`src/rtl/key_sw_ctrl.sv`:
```
// key_sw_ctrl: synchronised, debounced KEY/SW data registers with ready/overrun status and irq
module key_sw_deb #(
    parameter int W   = 4,
    parameter int CYC = 1000000,
    parameter int CB  = 20
) (
    input  logic         clk,
    input  logic         rst_n,
    input  logic [W-1:0] raw,
    output logic [W-1:0] deb,
    output logic         ev
);
    logic [W-1:0]  s1;
    logic [W-1:0]  s;
    logic [W-1:0]  cand;
    logic [CB-1:0] cnt;
    logic          stable;
    logic          pend;
    assign stable = s == cand;
    assign pend   = cand != deb;
    // ev is combinational so Ready sets on the same edge that deb takes the new value
    assign ev     = stable && pend && cnt == CB'(CYC - 1);
    always_ff @(posedge clk or negedge rst_n) begin
        if (!rst_n) begin
            s1   <= '0;
            s    <= '0;
            cand <= '0;
            deb  <= '0;
            cnt  <= '0;
        end else begin
            s1 <= raw;
            s  <= s1;
            if (!stable) begin
                cand <= s;
                cnt  <= '0;
            end else if (ev) begin
                deb <= cand;
                cnt <= '0;
            end else if (pend) begin
                cnt <= cnt + 1'b1;
            end else begin
                cnt <= '0;
            end
        end
    end
endmodule

module key_sw_stat (
    input  logic clk,
    input  logic rst_n,
    input  logic ev,
    input  logic rd,
    input  logic wr,
    input  logic ovr_wr,
    input  logic ie_wr,
    output logic rdy,
    output logic ovr,
    output logic ie
);
    always_ff @(posedge clk or negedge rst_n) begin
        if (!rst_n) begin
            rdy <= 1'b0;
            ovr <= 1'b0;
            ie  <= 1'b0;
        end else begin
            rdy <= ev || (rdy && !rd);
            ovr <= (ev && rdy && !rd) || (ovr && !(wr && !ovr_wr));
            ie  <= wr ? ie_wr : ie;
        end
    end
endmodule

module key_sw_ctrl #(
    parameter int               DBITS           = 32,
    parameter logic [DBITS-1:0] ADDRKEY         = 32'hFFFFF080,
    parameter logic [DBITS-1:0] ADDRSW          = 32'hFFFFF090,
    parameter int               DEBOUNCE_CYCLES = 1000000,
    parameter int               CNTBITS         = 20
) (
    input  logic             clk,
    input  logic             RESET_N,
    input  logic [3:0]       KEY,
    input  logic [9:0]       SW,
    input  logic [DBITS-1:0] addr,
    input  logic [DBITS-1:0] wdata,
    input  logic             we,
    input  logic             re,
    output logic [DBITS-1:0] rdata,
    output logic             sel,
    output logic             irq
);
    logic [3:0] deb_k;
    logic [9:0] deb_s;
    logic       ev_k;
    logic       ev_s;
    logic       hit_kd;
    logic       hit_kc;
    logic       hit_sd;
    logic       hit_sc;
    logic       k_rdy;
    logic       k_ovr;
    logic       k_ie;
    logic       s_rdy;
    logic       s_ovr;
    logic       s_ie;
    logic       unused_wdata;
    assign hit_kd       = addr == ADDRKEY;
    assign hit_kc       = addr == ADDRKEY + DBITS'(4);
    assign hit_sd       = addr == ADDRSW;
    assign hit_sc       = addr == ADDRSW + DBITS'(4);
    assign sel          = hit_kd || hit_kc || hit_sd || hit_sc;
    assign unused_wdata = ^{wdata[DBITS-1:5], wdata[3:2], wdata[0]};
    key_sw_deb #(.W(4), .CYC(DEBOUNCE_CYCLES), .CB(CNTBITS)) u_kdeb (
        .clk   (clk),
        .rst_n (RESET_N),
        .raw   (~KEY),
        .deb   (deb_k),
        .ev    (ev_k)
    );
    key_sw_deb #(.W(10), .CYC(DEBOUNCE_CYCLES), .CB(CNTBITS)) u_sdeb (
        .clk   (clk),
        .rst_n (RESET_N),
        .raw   (SW),
        .deb   (deb_s),
        .ev    (ev_s)
    );
    // a cycle with both we and re is a write, so it never consumes Ready
    key_sw_stat u_kst (
        .clk    (clk),
        .rst_n  (RESET_N),
        .ev     (ev_k),
        .rd     (re && !we && hit_kd),
        .wr     (we && hit_kc),
        .ovr_wr (wdata[1]),
        .ie_wr  (wdata[4]),
        .rdy    (k_rdy),
        .ovr    (k_ovr),
        .ie     (k_ie)
    );
    key_sw_stat u_sst (
        .clk    (clk),
        .rst_n  (RESET_N),
        .ev     (ev_s),
        .rd     (re && !we && hit_sd),
        .wr     (we && hit_sc),
        .ovr_wr (wdata[1]),
        .ie_wr  (wdata[4]),
        .rdy    (s_rdy),
        .ovr    (s_ovr),
        .ie     (s_ie)
    );
    always_comb begin
        rdata = hit_kd ? DBITS'(deb_k) :
                hit_kc ? DBITS'({k_ie, 2'b00, k_ovr, k_rdy}) :
                hit_sd ? DBITS'(deb_s) :
                hit_sc ? DBITS'({s_ie, 2'b00, s_ovr, s_rdy}) : '0;
    end
    always_ff @(posedge clk or negedge RESET_N) begin
        if (!RESET_N) irq <= 1'b0;
        else          irq <= (k_rdy && k_ie) || (s_rdy && s_ie);
    end
endmodule

```
`config.mk`:
```
export PLATFORM = sky130hd
export DESIGN_NAME = key_sw_ctrl
export DESIGN_NICKNAME = d
export VERILOG_FILES = /design/src/rtl/key_sw_ctrl.sv
export SDC_FILE = /design/constraint.sdc
export NUM_CORES = 1
export LEC_CHECK = 0
export CORE_ASPECT_RATIO = 1.1
export CORE_MARGIN = 3
export CORE_UTILIZATION = 40
export DETAILED_ROUTE_END_ITERATION = 16
export DONT_BUFFER_PORTS = 1
export PLACE_DENSITY = 0.51
export SKIP_CTS_REPAIR_TIMING = 1
export SYNTH_ARGS = -nofsm -noshare
export SYNTH_HDL_FRONTEND = slang
export SYNTH_SLANG_ARGS = --single-unit
```
`constraint.sdc`:
```
create_clock -name clk -period 5.5 [get_ports clk]
set_clock_uncertainty 0.1 [all_clocks]
set_input_delay 0.55 -clock clk [delete_from_list [all_inputs] [get_ports clk]]
set_output_delay 0.55 -clock clk [all_outputs]
set_load 0.005 [all_outputs]
```
==> results.md <==
* Routability cong. at approximately 0.78
* Yosys warning count at 0
* Clk slew on worst S/H paths at 70 ps
* Worst setup EP type: primary output
* Sequential-to-total area share from yosys stat at 0.556
* Mapped Area at between 0.004 and 0.005 sq mm
* Worst Setup Start Kind: input port
* Fmax at 335 MHz
* Cell Count, Final, Fillers Out at approximately 560
* Die ar. at roughly 0.013 sq mm
* WP data arrival at around 2300 ps
* Pwr/cell area at between 300 and 400 mW/mm^2
* Critical path class: in -> out
* Fin crit share at 0.543
* Die Wd at 109 microns
* Endpoints failing setup at 0
* Hold WC Path Type: in -> async
* Final Routed Wirelength at about 8000 microns
* Vias per cell at just under 5
* Slew margin rel. at 0.439
* Slowest-stage cell, CP: nor3_1
* Clk Latency, worst-skew pair at 340 ps
* DRT Pass-1 Iters at 4
* Largest net degree at the start of global routing at ~100
* Worst-path cell chain: nand2b_1 > nor4_1 > nand4_1 > nor3_1 > and2_1
* Hold_ws at -5.19 ps
* Post-synth ARST share at 1.00
* Number of global-route vias before repair at around 2600
* Worst slew pin tran at roughly 840 ps
* Clk root buf: clkbuf_16
* RSZ-0062 raised after global routing: no
* Layout Nets at about 490
* Cell Rows at 40
* CTS Buffer Depth at 2
* Htree depth at 3
* DRT iter0 DRCs at just over 200
* Slew Viols, Final at 0
* Post-DP HPWL at approximately 5500 microns
* PnR worst setup slack at roughly 2500 ps
* Synth-to-Final Area Change at 7.85%
* Design area at roughly 0.0050 sq mm
* First-pass GRT wire length at between 10000 and 15000 microns
* Placed Instances at between 500 and 600
* Syn Area/Cell at between 10 and 15 sq um
* Failing checks: hold timing
* Clock Sinks at 103
* Main synth FF type: dfrtp_1
* Number of synthesized flops with an enable pin at 0
* Initial core utilization at 0.417
* Max-cap violations at 0
* Initial antenna violation count at 1
* PortBufs at 0
* # DRC at 0
* Setup_tns at 0 ps
* TritonCTS clock tree: done
* Outcome: finished, violations left
* Yosys reg bits at 103
* Detail Route Antenna Nets at 0
* Synth Instances at 413
* IO Pins at ~120
* Die H at 119 microns
* Average wire per standard cell at roughly 14 microns
* Buf/Inv on CP at 0
* VDD IR-drop max at approximately 150 uV
* CP peak stage delay at 650 ps
* Endpoints failing hold at 4
* GRT overflow at 0
* Req. time, crit path at roughly 4900 ps
* Core area at around 0.011 sq mm
* Kind of cell adding the most delay to the critical path: simple AND/OR/NAND/NOR gates
* Critical path fanouts, max at 13
* LEAKAGE at 2.12 nW
* Layout cells sized above 1 at 0.0711
* Vias at 2739
* Total CTS buffers at 9
* Place WS at 2480 ps
* Dpl cell area at around 0.0046 sq mm
* Distinct cells, synth at 39
* Tot GR Track Use at 0.127
* Tmin final at around 3000 ps
-- routing by layer --
| metal | up-vias | routed length (microns) | GRT usage |
|---|---|---|---|
| met5 | - | 0 | 0 |
| met4 | 0 | 101 | 0.0592 |
| met3 | 8 | 405 | 0.0260 |
| met2 | 80 | 3750 | 0.194 |
| met1 | 1332 | 3710 | 0.172 |
| li1 | 1319 | - | - |
-- cell type report --
type | instances | area, sq um
Antenna cell | 1 | 2.50
Timing Repair Buffer | 1 | 27.5
Sequential cell | 103 | 2580
Inverter | 11 | 41.3
Fill cell | 1037 | 6110
Multi-Input combinational cell | 277 | 1850
Clock inverter | 4 | 76.3
Clock buffer | 12 | 246
Tap cell | 147 | 184
-- worst paths after layout --
check | start | to | slack (ps) | depth (start not counted)
hold reg to reg | u_sdeb.s1[8]$_DFF_PN0_ | u_sdeb.s[8]$_DFF_PN0_ | 250 | 0
max in group asynchronous | RESET_N | u_sdeb.s1[5]$_DFF_PN0_ | 4840 | 1
hold / removal | RESET_N | u_kst.rdy$_DFF_PN0_ | -5 | 1
setup reg to reg | u_sdeb.cnt[15]$_DFF_PN0_ | u_sdeb.deb[0]$_DFFE_PN0P_ | 2960 | 5
min in group clk | SW[4] | u_sdeb.s1[4]$_DFF_PN0_ | 130 | 0
setup / recovery | addr[10] | rdata[9] | 2520 | 5
-- placed cells by master, fill, tap and decap left out, types with 5 or more instances in the layout --
cell,instances
and2_1,6
clkbuf_16,9
nand4_1,13
dfrtp_1,103
and4_1,5
nor3_1,12
xnor2_1,42
inv_1,11
xor2_1,22
nand3_1,18
nand2_1,16
mux2_1,8
and3_1,9
nor2_1,55
conb_1,22
nor4_1,10
mux2_4,8
-- through the flow --
stage	hold WS (ps)	utilization	total power (W)
2_1_floorplan	154	-	0.000837
6_report	-5.19	0.450	0.00151
3_5_place_dp	158	0.418	0.000828
3_3_place_gp	157	0.418	0.000827
5_1_grt	87.4	0.450	0.00157
4_1_cts	-215	0.448	0.00152
-- cell usage after synthesis, drive strengths merged, types with 11 or more instances --
cell,number,area (sq um)
dfrtp,103,2580
nor2,56,213
xnor2,42,368
buf,23,176
xor2,22,193
clkbuf,20,75.1
nand3,19,100
mux2,17,221
nand2,16,60.1
nand4,14,93.8
nor3,12,60.1
inv,11,41.3
-- power breakdown --
| part | switching (W) | internal (W) |
|---|---|---|
| Clock | 0.000271 | 0.000413 |
| Combinational | 0.0000284 | 0.0000155 |
| Sequential | 0.0000114 | 0.000773 |
-- cell families (layout without fill, tap and decap cells) --
kind of cell	after synthesis	in the layout	share of synthesized area
simple gates	159	159	0.178
other cells	1	23	0.000809
compound gates	9	9	0.0140
fa+ha+maj	2	2	0.00539
xor+xnor	64	64	0.121
mux	21	21	0.0618
flops	103	103	0.556
buf+inv	54	28	0.0631
-- flip-flops by register name, summed over array words and instances, names as in the netlist --
signal / count
u_kdeb.cnt: 20
u_kdeb.s: 4
u_sdeb.deb: 10
u_kdeb.s1: 4
u_sdeb.s: 10
u_sdeb.cnt: 20
u_sst.ovr: 1
u_sst.rdy: 1
u_kst.ovr: 1
u_kst.ie: 1
u_kdeb.deb: 4
u_kdeb.cand: 4
u_sst.ie: 1
u_kst.rdy: 1
u_sdeb.cand: 10
u_sdeb.s1: 10
irq: 1
No activity file was read; power rests on OpenSTA's default activity.
